===== config.mk =====
export PLATFORM = sky130hd
export DESIGN_NAME = instr_mem_loader_flat
export DESIGN_NICKNAME = d
export VERILOG_FILES = /design/src/rtl/instr_mem_loader_if.sv /design/src/rtl/instr_mem_loader.sv /design/src/flat_wrapper.sv
export SDC_FILE = /design/constraint.sdc
export NUM_CORES = 1
export LEC_CHECK = 0
export CAP_MARGIN = 20
export CORE_AREA = 10 10 113 115
export CTS_BUF_LIST = sky130_fd_sc_hd__clkbuf_16
export DETAILED_ROUTE_END_ITERATION = 6
export DIE_AREA = 0 0 123 125
export PLACE_DENSITY = 0.71
export SETUP_SLACK_MARGIN = 0.5
export SYNTH_ARGS = -nofsm -noshare
export SYNTH_HDL_FRONTEND = slang
export SYNTH_SLANG_ARGS = --single-unit

===== constraint.sdc =====
create_clock -name clk -period 3.9 [get_ports clk]
set_input_delay 0.585 -clock clk [delete_from_list [all_inputs] [get_ports clk]]
set_output_delay 0.585 -clock clk [all_outputs]
set_load 0.02 [all_outputs]

===== src/rtl/instr_mem_loader_if.sv =====
// ---------------------------------------------------------------------------
// instr_mem_loader_if
//   Bundles the loader's byte-stream handshake and the instruction-memory
//   write port.
//   Byte stream : in_valid, in_data[7:0], in_last (source -> loader),
//                 in_ready (loader -> source)
//   Memory port : mem_we, mem_addr[AW-1:0], mem_wd[31:0] (loader -> memory)
//   master modport: the byte source / memory side (testbench, host).
//   slave  modport: the loader itself.
// ---------------------------------------------------------------------------
interface instr_mem_loader_if #(
    parameter int AW = 32
);
    logic          in_valid;
    logic [7:0]    in_data;
    logic          in_last;
    logic          in_ready;
    logic          mem_we;
    logic [AW-1:0] mem_addr;
    logic [31:0]   mem_wd;

    modport master (
        output in_valid, in_data, in_last,
        input  in_ready, mem_we, mem_addr, mem_wd
    );

    modport slave (
        input  in_valid, in_data, in_last,
        output in_ready, mem_we, mem_addr, mem_wd
    );
endinterface


===== src/rtl/instr_mem_loader.sv =====
// ---------------------------------------------------------------------------
// instr_mem_loader
//   Assembles a little-endian byte stream into 32-bit instruction words and
//   writes them to instruction memory at byte addresses 0, 4, 8, ...
//   Holds the core off (busy) while loading.
//   Ports:
//     clk, rst      : clock, asynchronous active-high reset
//     start_i       : one-cycle pulse starting a session (IDLE/DONE only)
//     bus           : byte stream + memory write port (slave modport)
//     busy_o        : high while loading/writing
//     done_o        : session finished (normally or by overflow)
//     err_o         : overflow, sticky until next start or reset
//     word_count_o  : words written in this session
// ---------------------------------------------------------------------------
module instr_mem_loader #(
    parameter int  DEPTH = 1024,
    parameter int  AW    = 32,
    localparam int WCW   = $clog2(DEPTH) + 1
) (
    input  logic               clk,
    input  logic               rst,
    input  logic               start_i,
    instr_mem_loader_if.slave  bus,
    output logic               busy_o,
    output logic               done_o,
    output logic               err_o,
    output logic [WCW-1:0]     word_count_o
);

    typedef enum logic [1:0] {
        S_IDLE  = 2'd0,
        S_LOAD  = 2'd1,
        S_WRITE = 2'd2,
        S_DONE  = 2'd3
    } state_t;

    state_t          state_q;
    logic [1:0]      idx_q;
    logic [31:0]     asm_q;
    logic            last_q;     // word being written carried in_last
    logic [WCW-1:0]  wc_q;
    logic            err_q;
    logic            in_ready_q;
    logic            mem_we_q;
    logic [AW-1:0]   mem_addr_q;
    logic [31:0]     mem_wd_q;
    logic            busy_q;
    logic            done_q;

    logic            accept;
    logic [31:0]     word_d;

    // in_ready_q is only ever high in LOAD, so it doubles as the state qualifier.
    always_comb begin
        accept = bus.in_valid && in_ready_q;
        word_d = asm_q;
        word_d[{idx_q, 3'b000} +: 8] = bus.in_data;
    end

    always_ff @(posedge clk or posedge rst) begin
        if (rst) begin
            state_q    <= S_IDLE;
            idx_q      <= '0;
            asm_q      <= '0;
            last_q     <= 1'b0;
            wc_q       <= '0;
            err_q      <= 1'b0;
            in_ready_q <= 1'b0;
            mem_we_q   <= 1'b0;
            mem_addr_q <= '0;
            mem_wd_q   <= '0;
            busy_q     <= 1'b0;
            done_q     <= 1'b0;
        end else begin
            case (state_q)
                S_IDLE, S_DONE: begin
                    if (start_i) begin
                        state_q    <= S_LOAD;
                        idx_q      <= '0;
                        asm_q      <= '0;
                        last_q     <= 1'b0;
                        wc_q       <= '0;
                        err_q      <= 1'b0;
                        in_ready_q <= 1'b1;
                        busy_q     <= 1'b1;
                        done_q     <= 1'b0;
                    end
                end
                S_LOAD: begin
                    if (accept) begin
                        if (wc_q == WCW'(DEPTH)) begin
                            // Memory already full: drop the byte, flag, stop.
                            state_q    <= S_DONE;
                            err_q      <= 1'b1;
                            in_ready_q <= 1'b0;
                            busy_q     <= 1'b0;
                            done_q     <= 1'b1;
                        end else if (idx_q == 2'd3 || bus.in_last) begin
                            // Unfilled upper bytes of a short word stay 0
                            // because asm_q was cleared after the last write.
                            state_q    <= S_WRITE;
                            in_ready_q <= 1'b0;
                            mem_we_q   <= 1'b1;
                            mem_addr_q <= AW'({wc_q, 2'b00});
                            mem_wd_q   <= word_d;
                            last_q     <= bus.in_last;
                        end else begin
                            asm_q <= word_d;
                            idx_q <= idx_q + 2'd1;
                        end
                    end
                end
                S_WRITE: begin
                    mem_we_q <= 1'b0;
                    wc_q     <= wc_q + 1'b1;
                    idx_q    <= '0;
                    asm_q    <= '0;
                    if (last_q) begin
                        state_q <= S_DONE;
                        busy_q  <= 1'b0;
                        done_q  <= 1'b1;
                    end else begin
                        state_q    <= S_LOAD;
                        in_ready_q <= 1'b1;
                    end
                end
                default: begin
                    state_q    <= S_IDLE;
                    in_ready_q <= 1'b0;
                    mem_we_q   <= 1'b0;
                    busy_q     <= 1'b0;
                    done_q     <= 1'b0;
                end
            endcase
        end
    end

    assign bus.in_ready  = in_ready_q;
    assign bus.mem_we    = mem_we_q;
    assign bus.mem_addr  = mem_addr_q;
    assign bus.mem_wd    = mem_wd_q;
    assign busy_o        = busy_q;
    assign done_o        = done_q;
    assign err_o         = err_q;
    assign word_count_o  = wc_q;

endmodule


===== src/flat_wrapper.sv =====
// flat-port wrapper written by rule: the top's interface ports become plain ports
module instr_mem_loader_flat 
#(
    parameter int  DEPTH = 1024,
    parameter int  AW    = 32,
    localparam int WCW   = $clog2(DEPTH) + 1
)
  (clk, rst, start_i, busy_o, done_o, err_o, word_count_o, bus_in_valid, bus_in_data, bus_in_last, bus_in_ready, bus_mem_we, bus_mem_addr, bus_mem_wd);
  instr_mem_loader_if #(.AW(AW)) bus_i ();
  input  logic clk;
  input  logic rst;
  input  logic start_i;
  output logic busy_o;
  output logic done_o;
  output logic err_o;
  output logic [WCW-1:0] word_count_o;
  input wire logic [$bits(bus_i.in_valid)-1:0] bus_in_valid;
  input wire logic [$bits(bus_i.in_data)-1:0] bus_in_data;
  input wire logic [$bits(bus_i.in_last)-1:0] bus_in_last;
  output wire logic [$bits(bus_i.in_ready)-1:0] bus_in_ready;
  output wire logic [$bits(bus_i.mem_we)-1:0] bus_mem_we;
  output wire logic [$bits(bus_i.mem_addr)-1:0] bus_mem_addr;
  output wire logic [$bits(bus_i.mem_wd)-1:0] bus_mem_wd;
  assign bus_i.in_valid = bus_in_valid;
  assign bus_i.in_data = bus_in_data;
  assign bus_i.in_last = bus_in_last;
  assign bus_in_ready = bus_i.in_ready;
  assign bus_mem_we = bus_i.mem_we;
  assign bus_mem_addr = bus_i.mem_addr;
  assign bus_mem_wd = bus_i.mem_wd;
  instr_mem_loader #(.DEPTH(DEPTH), .AW(AW)) u_core (.clk(clk), .rst(rst), .start_i(start_i), .bus(bus_i), .busy_o(busy_o), .done_o(done_o), .err_o(err_o), .word_count_o(word_count_o));
endmodule

==> metrics.txt, run 1 <==
status finished clean; Worst EP required 4180 ps; final setup fails 0; met2 WL 5520 µm; P per Cell Area between 600 and 700 nW/µm²; post-CTS setup buffers 0; Synth top area share 0.514; 1st-iter DRT viols a little over 300; placed cell area 5450 µm²; Die Ht 125 µm; layout cell share with drive strength beyond 1 0.0817; WL final 11600 µm; CTS tree built; Pre-antenna DRT Iters 5; gpl congestion 0.842; RSZ-0062 raised after global routing false; DRT antenna net count 0; Slowest-stage cell, CP nor3b_1; Worst-Margin Slew between 800 and 900 ps; CTS Buffer Depth 2; DRT met1 WL ~5000 µm; clock skew 6.36 ps; CTS root buf clkbuf_16; count of input and output buffers 71; Worst Setup Path Type flip-flop to flip-flop; top cells by area, synth dfrtp_1 (51%), a21oi_1 (6.7%), a32o_1 (5.8%); Post-Synthesis Cells 460; Synth Flop Type dfrtp_1; setup_tns 0 ps; max-slew violations 0; critical-path cell list inv_1 -> ha_1 -> and4b_1 -> and2b_1 -> nor3b_1 -> a32o_1; register area share after synthesis 0.514; r2r startpoint u_core.idx_q[0]$_DFFE_PP0P_; core area 10600 µm²; CP startpoint u_core.idx_q[0]$_DFFE_PP0P_; clock slew at reported path FFs 70 ps; uppermost layer routed met4; chip width 123 µm; Yosys warnings 0; Routed WL per cell 17.4 µm; Initial Util 0.441; vias in the first global route 3584; hold path startpoint u_core.bus.mem_addr[7]$_DFFE_PP0P_; via count 3689; Detail Placement HPWL 8400 µm; CP endpoint kind flip-flop; largest net degree at the start of global routing 55; Critical Path AT 2970 ps; Hold Path Depth 1; post-synthesis async set-or-reset flop share 1.00; peak supply drop 0.000313 V; post-layout net count 545; Slew Limit Headroom 0.437; #FFs+latches synth 96; clock latency on the worst-skew pair 350 ps; die area 15400 µm²; number of synthesized flops with an enable pin 0; post_cts resized 0; buffers and inverters on the worst path 1; final hold violation count 0; worst-case reg-to-reg path depth 6; global route overflow 0; DR DRC count 0; initial antenna violation count 0; Yosys top cell by area dfrtp_1; library cells used by synthesis 51; worst min-delay path class flip-flop to flip-flop; max_cap viols 0; row count 38; Static Leak 2.43 nW; Cell Area, Synth 4680 µm²; fin crit share 0.689; Avg Cell Area, Syn 10.2 µm²; CP max FO 13; Fmax 372 MHz; ANT cells 0; Post-CTS Hold Fix Bufs 0; Crit path max-delay family simple AND/OR/NAND/NOR gates; fin area 5730 µm²; clk sink count 96; max incr delay on CP 680 ps; Area growth, synth to finish 22.4%; Levels on crit path 6; WL met3 769 µm; Via density 5.54; first-pass GRT wire length between 15000 and 20000 µm; global-route usage over all layers 0.149; Min Clock Period, post-route around 2700 ps; IO Count 93; Setup crit start kind flip-flop; number of buffers created by CTS 9; htree depth 3
[cell families (layout without fill, tap and decap cells)]
family / count (synthesis) / count (layout) / synth area share
mux: 9 / 9 / 0.0219
other cells: 1 / 21 / 0.000802
xor+xnor: 4 / 4 / 0.00749
fa+ha+maj: 10 / 10 / 0.0267
simple gates: 143 / 143 / 0.168
buf+inv: 63 / 109 / 0.0709
compound gates: 134 / 134 / 0.190
flops: 96 / 96 / 0.514
[sequential cells by signal, summed over array words and instances, names as in the netlist]
register and cells:
u_core.bus.mem_we 1, u_core.err_o 1, u_core.busy_o 1, u_core.done_o 1, u_core.bus.in_ready 1, u_core.last_q 1
u_core.word_count_o 11, u_core.state_q 2, u_core.bus.mem_addr 11, u_core.bus.mem_wd 32, u_core.asm_q 32, u_core.idx_q 2
[power by group]
| group | total (mW) | internal, mW | switching [mW] |
|---|---|---|---|
| combinational | 1.78 | 0.731 | 1.05 |
| clock | 0.793 | 0.426 | 0.367 |
| sequential | 1.40 | 1.25 | 0.156 |
[cells in the final DEF (no fill, tap or decap), types with 2 or more instances in the layout]
master / synthesis / final
nand2_1: 19 / 19
o31ai_1: 3 / 3
dfrtp_1: 96 / 96
a31oi_1: 6 / 5
nand3_1: 11 / 11
or3_1: 3 / 3
mux2_2: 7 / 7
buf_4: 22 / 7
nor2_1: 44 / 44
a32o_1: 27 / 27
a22o_1: 4 / 4
and4bb_2: 2 / 2
nand2b_1: 7 / 7
nor3_1: 4 / 4
clkinv_2: 0 / 2
a21o_1: 2 / 2
nor3b_2: 2 / 2
ha_1: 10 / 10
clkdlybuf4s50_1: 0 / 71
a21oi_1: 63 / 63
and2b_1: 2 / 2
clkbuf_16: 0 / 9
o22ai_1: 5 / 5
nor4_1: 2 / 2
xnor2_1: 4 / 4
and3_1: 3 / 3
o21ai_0: 14 / 14
nand4_1: 5 / 5
inv_1: 14 / 14
o221ai_1: 3 / 3
nor2b_1: 29 / 29
conb_1: 1 / 21
[worst register-to-register path: cells and delay by family (launching register included)]
kind | cells | cell delay [ps]
adder cells (fa/ha/maj) | 1 | 380
flip-flops | 1 | 510
AND/OR/NAND/NOR | 3 | 1340
buffers and inverters | 1 | 160
AO/OA/AOI/OAI | 1 | 220
[final cells by class]
type | count | area, µm²
clock buffers | 9 | 225
clock inverters | 6 | 37.5
fillers | 920 | 4880
inverters | 14 | 53.8
multi-input cells | 321 | 2030
flip-flops and latches | 96 | 2400
well taps | 140 | 175
repair buffers | 80 | 798
[through the flow]
stage          total power, mW  utilization  std cells  setup slack [ps]  hold WS, ps
2_1_floorplan             2.51            -        480               810          476
3_3_place_gp              3.14        0.514        650              1170          488
3_5_place_dp              3.18        0.514        650              1080          496
4_1_cts                   3.98        0.539        665              1200          512
5_1_grt                   4.23        0.540        666               869          521
6_report                  3.98        0.540        666              1210          510
[synth_stat cells, types with 3 or more instances]
cell type	number
inv_1	14
o221ai_1	3
a31oi_1	6
a21oi_1	63
ha_1	10
nor2b_1	29
nand2_1	19
xnor2_1	4
buf_1	6
o31ai_1	3
or3_1	3
a32o_1	27
dfrtp_1	96
nand2b_1	7
nand3_1	11
buf_2	10
o22ai_1	5
a22o_1	4
o21ai_0	14
buf_4	22
and3_1	3
nor2_1	44
mux2_2	7
nor3_1	4
clkbuf_1	11
nand4_1	5
[final timing paths]
path,to,slack [ps]
worst max-delay path,u_core.asm_q[10]$_DFFE_PP0P_,1210
worst max register to register,u_core.asm_q[10]$_DFFE_PP0P_,1210
max in group asynchronous,u_core.asm_q[31]$_DFFE_PP0P_,2500
worst min register to register,u_core.bus.mem_addr[7]$_DFFE_PP0P_,510
min in group asynchronous,u_core.bus.mem_addr[9]$_DFFE_PP0P_,680
worst min-delay path,u_core.bus.mem_addr[7]$_DFFE_PP0P_,510
[metal layers]
metal | vias up | track usage
li1 | 1742 | -
met1 | 1815 | 0.198
met2 | 118 | 0.234
met3 | 14 | 0.0221
met4 | 0 | 0.0651
met5 | - | 0
(Power assumes the default switching activity.)
==> inputs of run 2 (changes only) <==
Clock period 3.9 ns to 2.71 ns, I/O delays scaled along.
==> run 2 against run 1 <==
- total power is 50% higher
- critical path type unchanged
- register-to-register slack worse by 660 ps
- count of clock-buffer cells in the layout stayed put
- die area stayed put
- sequential share of layout area is 1.6 points lower
- largest cell class unchanged
- global-route usage is 0.59 points higher
- non-clock buffer count is 16 higher
- sequential power is 44% higher
- core utilization is 2.2 points higher
- routed wire length is 3.8% higher
- critical endpoint is now u_core.asm_q[2]$_DFFE_PP0P_
- clock power is 46% higher
==> metrics.txt, run 2 (synthesis results as in run 1) <==
status finished clean (unchanged); worst min-delay path class flip-flop to flip-flop (unchanged); DRT antenna net count 0 (unchanged); final hold violation count 0 (unchanged); global route overflow 0 (unchanged); vias in the first global route 3619 (was 3584); final setup fails 0 (unchanged); clk sink count 96 (unchanged); Static Leak 2.52 nW (was 2.43 nW); Setup crit start kind flip-flop (unchanged); initial antenna violation count 0 (unchanged); DR DRC count 0 (unchanged); via count 3837 (was 3689); post-layout net count 561 (was 545); Slew Limit Headroom 0.663 (was 0.437); htree depth 3 (unchanged); peak supply drop 0.000793 V (was 0.000313 V); Crit path max-delay family simple AND/OR/NAND/NOR gates (unchanged); Via density 5.62 (was 5.54); CTS root buf clkbuf_16 (unchanged); Die Ht 125 µm (unchanged); commonest non-fill, non-tap cell in the layout dfrtp_1 (unchanged); chip width 123 µm (unchanged); setup_tns 0 ps (unchanged); critical-path cell list inv_1 -> ha_1 -> and4bb_2 -> and3_2 -> nor3_1 -> buf_4 -> a32o_1 (was inv_1 -> ha_1 -> and4b_1 -> and2b_1 -> nor3b_1 -> a32o_1); final setup margin 552 ps (was 1210 ps); global-route usage over all layers 0.155 (was 0.149); max incr delay on CP 460 ps (was 680 ps); row count 38 (unchanged); clock slew at reported path FFs 60 ps (was 70 ps); ANT cells 0 (unchanged); Post-Place Setup Slack 291 ps (was 1080 ps); Initial Util 0.441 (unchanged); 1st-iter DRT viols 327 (was 306); die area 15400 µm² (unchanged); buffers and inverters on the worst path 2 (was 1); fin crit share 0.796 (was 0.689); commonest cells after routing, fill and taps aside dfrtp_1 (95), clkdlybuf4s50_1 (71), a21oi_1 (63), nor2_1 (44), nor2b_1 (29) (was dfrtp_1 (96), clkdlybuf4s50_1 (71), a21oi_1 (63), nor2_1 (44), nor2b_1 (29)); Post-CTS Hold Fix Bufs 0 (unchanged); Worst EP required 2940 ps (was 4180 ps); CP max FO 13 (unchanged); fill count 894 (was 920); Critical Path AT 2390 ps (was 2970 ps); Min Clock Period, post-route 2160 ps (was 2690 ps); gpl congestion 0.853 (was 0.842); Area growth, synth to finish 27.5% (was 22.4%); Slowest-stage cell, CP and3_2 (was nor3b_1); P per Cell Area 999 nW/µm² (was 694 nW/µm²); RSZ-0062 raised after global routing false (unchanged); first-pass GRT wire length 19300 µm (was 18700 µm); IO Count 93 (unchanged); Worst Setup Path Type flip-flop to flip-flop (unchanged); WL final 12000 µm (was 11600 µm); max-slew violations 0 (unchanged); max_cap viols 0 (unchanged); CTS Buffer Depth 2 (unchanged); Multi-input gate area 2130 µm² (was 2030 µm²); layout cell share with drive strength beyond 1 0.123 (was 0.0817); CP endpoint kind flip-flop (unchanged); clock skew 7.94 ps (was 6.36 ps); number of buffers created by CTS 9 (unchanged); Pre-antenna DRT Iters 5 (unchanged); FF-to-FF setup slack 550 ps (was 1210 ps); Worst-Margin Slew 505 ps (was 838 ps); Fmax 463 MHz (was 372 MHz); clock latency on the worst-skew pair 350 ps (about the same); Detail Placement HPWL 8390 µm (was 8400 µm); largest net degree at the start of global routing 97 (was 55); CTS tree built (unchanged); count of input and output buffers 71 (unchanged); FF+latch area 2400 µm² (about the same); core area 10600 µm² (unchanged); Routed WL per cell 17.6 µm (was 17.4 µm)
## run 2: changes by cell type in the layout (fill, tap and decap cells not counted), sizes merged
cell      previous run  this run
buf                  9        25
clkinv               4         3
clkinvlp             1         3
## run 2: metrics by stage
stage          hold slack (ps)  cell area, µm²  power, mW  instances   util
4_1_cts                    507            5840       5.85        676  0.551
3_3_place_gp               487            5520       4.59        658  0.521
3_5_place_dp               494            5520       4.65        658  0.521
5_1_grt                    523            5960       6.32        683  0.562
2_1_floorplan              476            4760       3.61        480      -
6_report                   505            5960       5.95        683  0.562
## run 2: final timing paths
| check | start | end | cells after the start |
|---|---|---|---|
| max reg2reg | u_core.word_count_o[0]$_DFFE_PP0P_ | u_core.asm_q[2]$_DFFE_PP0P_ | 7 |
| max in group asynchronous | rst | u_core.asm_q[18]$_DFFE_PP0P_ | 3 |
| min in group asynchronous | rst | u_core.bus.mem_addr[10]$_DFFE_PP0P_ | 3 |
| min | u_core.bus.mem_addr[12]$_DFFE_PP0P_ | u_core.bus.mem_addr[12]$_DFFE_PP0P_ | 1 |
| min reg2reg | u_core.bus.mem_addr[12]$_DFFE_PP0P_ | u_core.bus.mem_addr[12]$_DFFE_PP0P_ | 1 |
| max | u_core.word_count_o[0]$_DFFE_PP0P_ | u_core.asm_q[2]$_DFFE_PP0P_ | 7 |
## run 2: layout make-up
| cell class | instances | share of cell area |
|---|---|---|
| clock buffers | 9 | 0.0378 |
| multi-input cells | 321 | 0.357 |
| inverters | 14 | 0.00944 |
| flip-flops and latches | 96 | 0.403 |
| well taps | 140 | 0.0294 |
| clock inverters | 7 | 0.00650 |
| repair buffers | 96 | 0.157 |
## run 2: metal layers
| layer | track usage | part of all wire |
|---|---|---|
| met5 | 0 | 0 |
| met1 | 0.213 | 0.44 |
| met2 | 0.236 | 0.48 |
| met3 | 0.0288 | 0.060 |
| met4 | 0.0583 | 0.022 |
## run 2: repair_timing
item                       in CTS  in global routing
setup buffers                   2                  7
gates resized for setup         4                 12
setup endpoints to repair      34                 68
pin swaps                       0                  4
## run 2: where the power goes
group	leakage (nW)	total [mW]	internal [mW]	switching, mW
Combinational	1.14	2.77	1.19	1.58
Sequential	1.25	2.02	1.79	0.227
Clock	0.126	1.16	0.613	0.550
Total	2.52	5.95	3.60	2.36
==> inputs of run 3 (changes only) <==
Clock period 2.71 ns to 2.2 ns, I/O delays scaled along.
==> run 3 against run 2 <==
- die area unchanged
- clock skew is 1.8 ps higher
- critical path depth up 1
- sequential share of layout area is 7.2 points lower
- final cell count increased by 8.6%
- via count rose by 13%
- final area is 22% higher
- count of clock-buffer cells in the layout unchanged
- first-iteration DRC count up 45%
- core utilization increased by 12 points
- global-route usage grew 3.1 points
- maximum frequency up 10%
==> metrics.txt, run 3 (synthesis results as in run 1) <==
Core Util, Final 0.687 (was 0.562); largest net degree at the start of global routing 41 (was 97); CP endpoint kind flip-flop (unchanged); ANT cells 0 (unchanged); setup_tns 0 ps (unchanged); critical-path cell list inv_2 -> ha_4 -> and4bb_4 -> a311oi_4 -> buf_4 -> buf_6 -> and3_4 -> o22ai_2 (was inv_1 -> ha_1 -> and4bb_2 -> and3_2 -> nor3_1 -> buf_4 -> a32o_1); CTS root buf clkbuf_16 (unchanged); post-layout net count 620 (was 561); Worst EP required 2430 ps (was 2940 ps); number of buffers created by CTS 9 (unchanged); clock latency on the worst-skew pair 350 ps (about the same); global route overflow 0 (unchanged); CTS tree built (unchanged); Critical Path AT 2190 ps (was 2390 ps); final setup fails 0 (unchanged); Detail Placement HPWL 8890 µm (was 8390 µm); final setup margin 239 ps (was 552 ps); RSZ-0062 raised after global routing true (was false); Pre-antenna DRT Iters 7 (was 5); Area growth, synth to finish 55.6% (was 27.5%); row count 38 (unchanged); Fmax 510 MHz (was 463 MHz); r2r startpoint u_core.word_count_o[1]$_DFFE_PP0P_ (was u_core.word_count_o[0]$_DFFE_PP0P_); die area 15400 µm² (unchanged); Die Ht 125 µm (unchanged); Routed WL per cell 21.4 µm (was 17.6 µm); DR DRC count 0 (unchanged); Via density 5.84 (was 5.62); vias in the first global route 4272 (was 3619); DRT antenna net count 0 (unchanged); gpl congestion 0.840 (was 0.853); Slowest-stage cell, CP a311oi_4 (was and3_2); max_cap viols 0 (unchanged); layout cell share with drive strength beyond 1 0.350 (was 0.123); CP startpoint u_core.word_count_o[1]$_DFFE_PP0P_ (was u_core.word_count_o[0]$_DFFE_PP0P_); Post-CTS Hold Fix Bufs 0 (unchanged); post-route insts no fill 742 (was 683); IO Count 93 (unchanged); clock skew 9.72 ps (was 7.94 ps); Crit path max-delay family compound AO/OA/AOI/OAI gates (was simple AND/OR/NAND/NOR gates); chip width 123 µm (unchanged); Post-Place Setup Slack -2.67 ps (was 291 ps); placed cell count 673 (was 658); first-pass GRT wire length 22900 µm (was 19300 µm); commonest non-fill, non-tap cell in the layout dfrtp_1 (unchanged); core area 10600 µm² (unchanged); initial antenna violation count 0 (unchanged); WL final 15900 µm (was 12000 µm); worst min-delay path class input pin to async pin (was flip-flop to flip-flop); buffers and inverters on the worst path 3 (was 2); clk sink count 96 (unchanged); Setup crit start kind flip-flop (unchanged); Worst Setup Path Type flip-flop to flip-flop (unchanged); clock slew at reported path FFs 70 ps (was 60 ps); Initial Util 0.441 (unchanged); via count 4336 (was 3837); final hold violation count 0 (unchanged); htree depth 3 (unchanged); 1st-iter DRT viols 475 (was 327); fin crit share 0.891 (was 0.796); Min Clock Period, post-route 1960 ps (was 2160 ps); commonest cells after routing, fill and taps aside dfrtp_1 (89), buf_4 (50), clkdlybuf4s50_1 (48), a21oi_1 (37), nor2_1 (30) (was dfrtp_1 (95), clkdlybuf4s50_1 (71), a21oi_1 (63), nor2_1 (44), nor2b_1 (29)); CTS Buffer Depth 2 (unchanged); count of input and output buffers 71 (unchanged); peak supply drop 0.000631 V (was 0.000793 V); Static Leak 3.18 nW (was 2.52 nW); max incr delay on CP 440 ps (was 460 ps); CP max FO 5 (was 13); global-route usage over all layers 0.186 (was 0.155); status finished clean (unchanged); P per Cell Area 1230 nW/µm² (was 999 nW/µm²); max-slew violations 0 (unchanged)
-- run 3: changes by cell type in the layout (fill, tap and decap cells not counted), sizes merged --
cell           delta
dlymetal6s2s     +11
buf              +57
clkdlybuf4s50    -23
clkinv            -1
clkinvlp          -1
dlygate4sd2      +12
inv               +1
clkbuf            +1
bufinv            +1
bufbuf            +1
-- run 3: routing by layer --
metal  up-vias  wire (µm)  global-route usage
met5         -          0                   0
met4         0        459              0.0761
met3        42        997              0.0266
met2       206       8040               0.306
met1      2192       6370               0.238
li1       1896          -                   -
-- run 3: path summary, 6_finish.rpt --
kind,endpoint,cells after the start,slack (ps)
setup / recovery,u_core.asm_q[14]$_DFFE_PP0P_,8,240
hold / removal,u_core.bus.mem_wd[9]$_DFFE_PP0P_,2,350
setup reg to reg,u_core.asm_q[14]$_DFFE_PP0P_,8,240
hold reg to reg,u_core.done_o$_DFFE_PP0P_,1,510
max in group asynchronous,u_core.word_count_o[0]$_DFFE_PP0P_,3,1280
min in group clk,u_core.done_o$_DFFE_PP0P_,1,510
-- run 3: through the flow --
step           hold slack [ps]  power [mW]  instance area [µm²]
6_report                   354        8.96                 7280
5_1_grt                    392        9.39                 7280
4_1_cts                    376        8.46                 6860
3_5_place_dp               488        6.05                 5800
3_3_place_gp               486        5.96                 5800
2_1_floorplan              463        4.62                 4930
-- run 3: final cells by class --
class	count	area, µm²
inverter	14	58.8
clock buffer	9	225
clock inverter	7	62.6
multi-input combinational	321	2650
sequential	96	2410
tap	140	175
timing repair buffer	155	1700
fill	728	3320
-- run 3: report_power, final --
group          internal (mW)  switching, mW  total (mW)
Combinational           2.30           2.58        4.88
Clock                  0.871          0.677        1.55
Sequential              2.21          0.315        2.53
-- run 3: timing repair --
action,in CTS,in global routing
endpoints found under the setup margin,102,101
pin swaps,29,29
gates resized for setup,81,68
buffers inserted,32,13
gates cloned,7,1
-- run 3: worst reg2reg max path, delay by kind of cell (launching register included) --
family	cells	cell delay (ps)
buffers and inverters	3	380
DFF	1	380
AOI/OAI and AO/OA	2	500
and+or+nand+nor	2	430
adders and majority gates	1	160
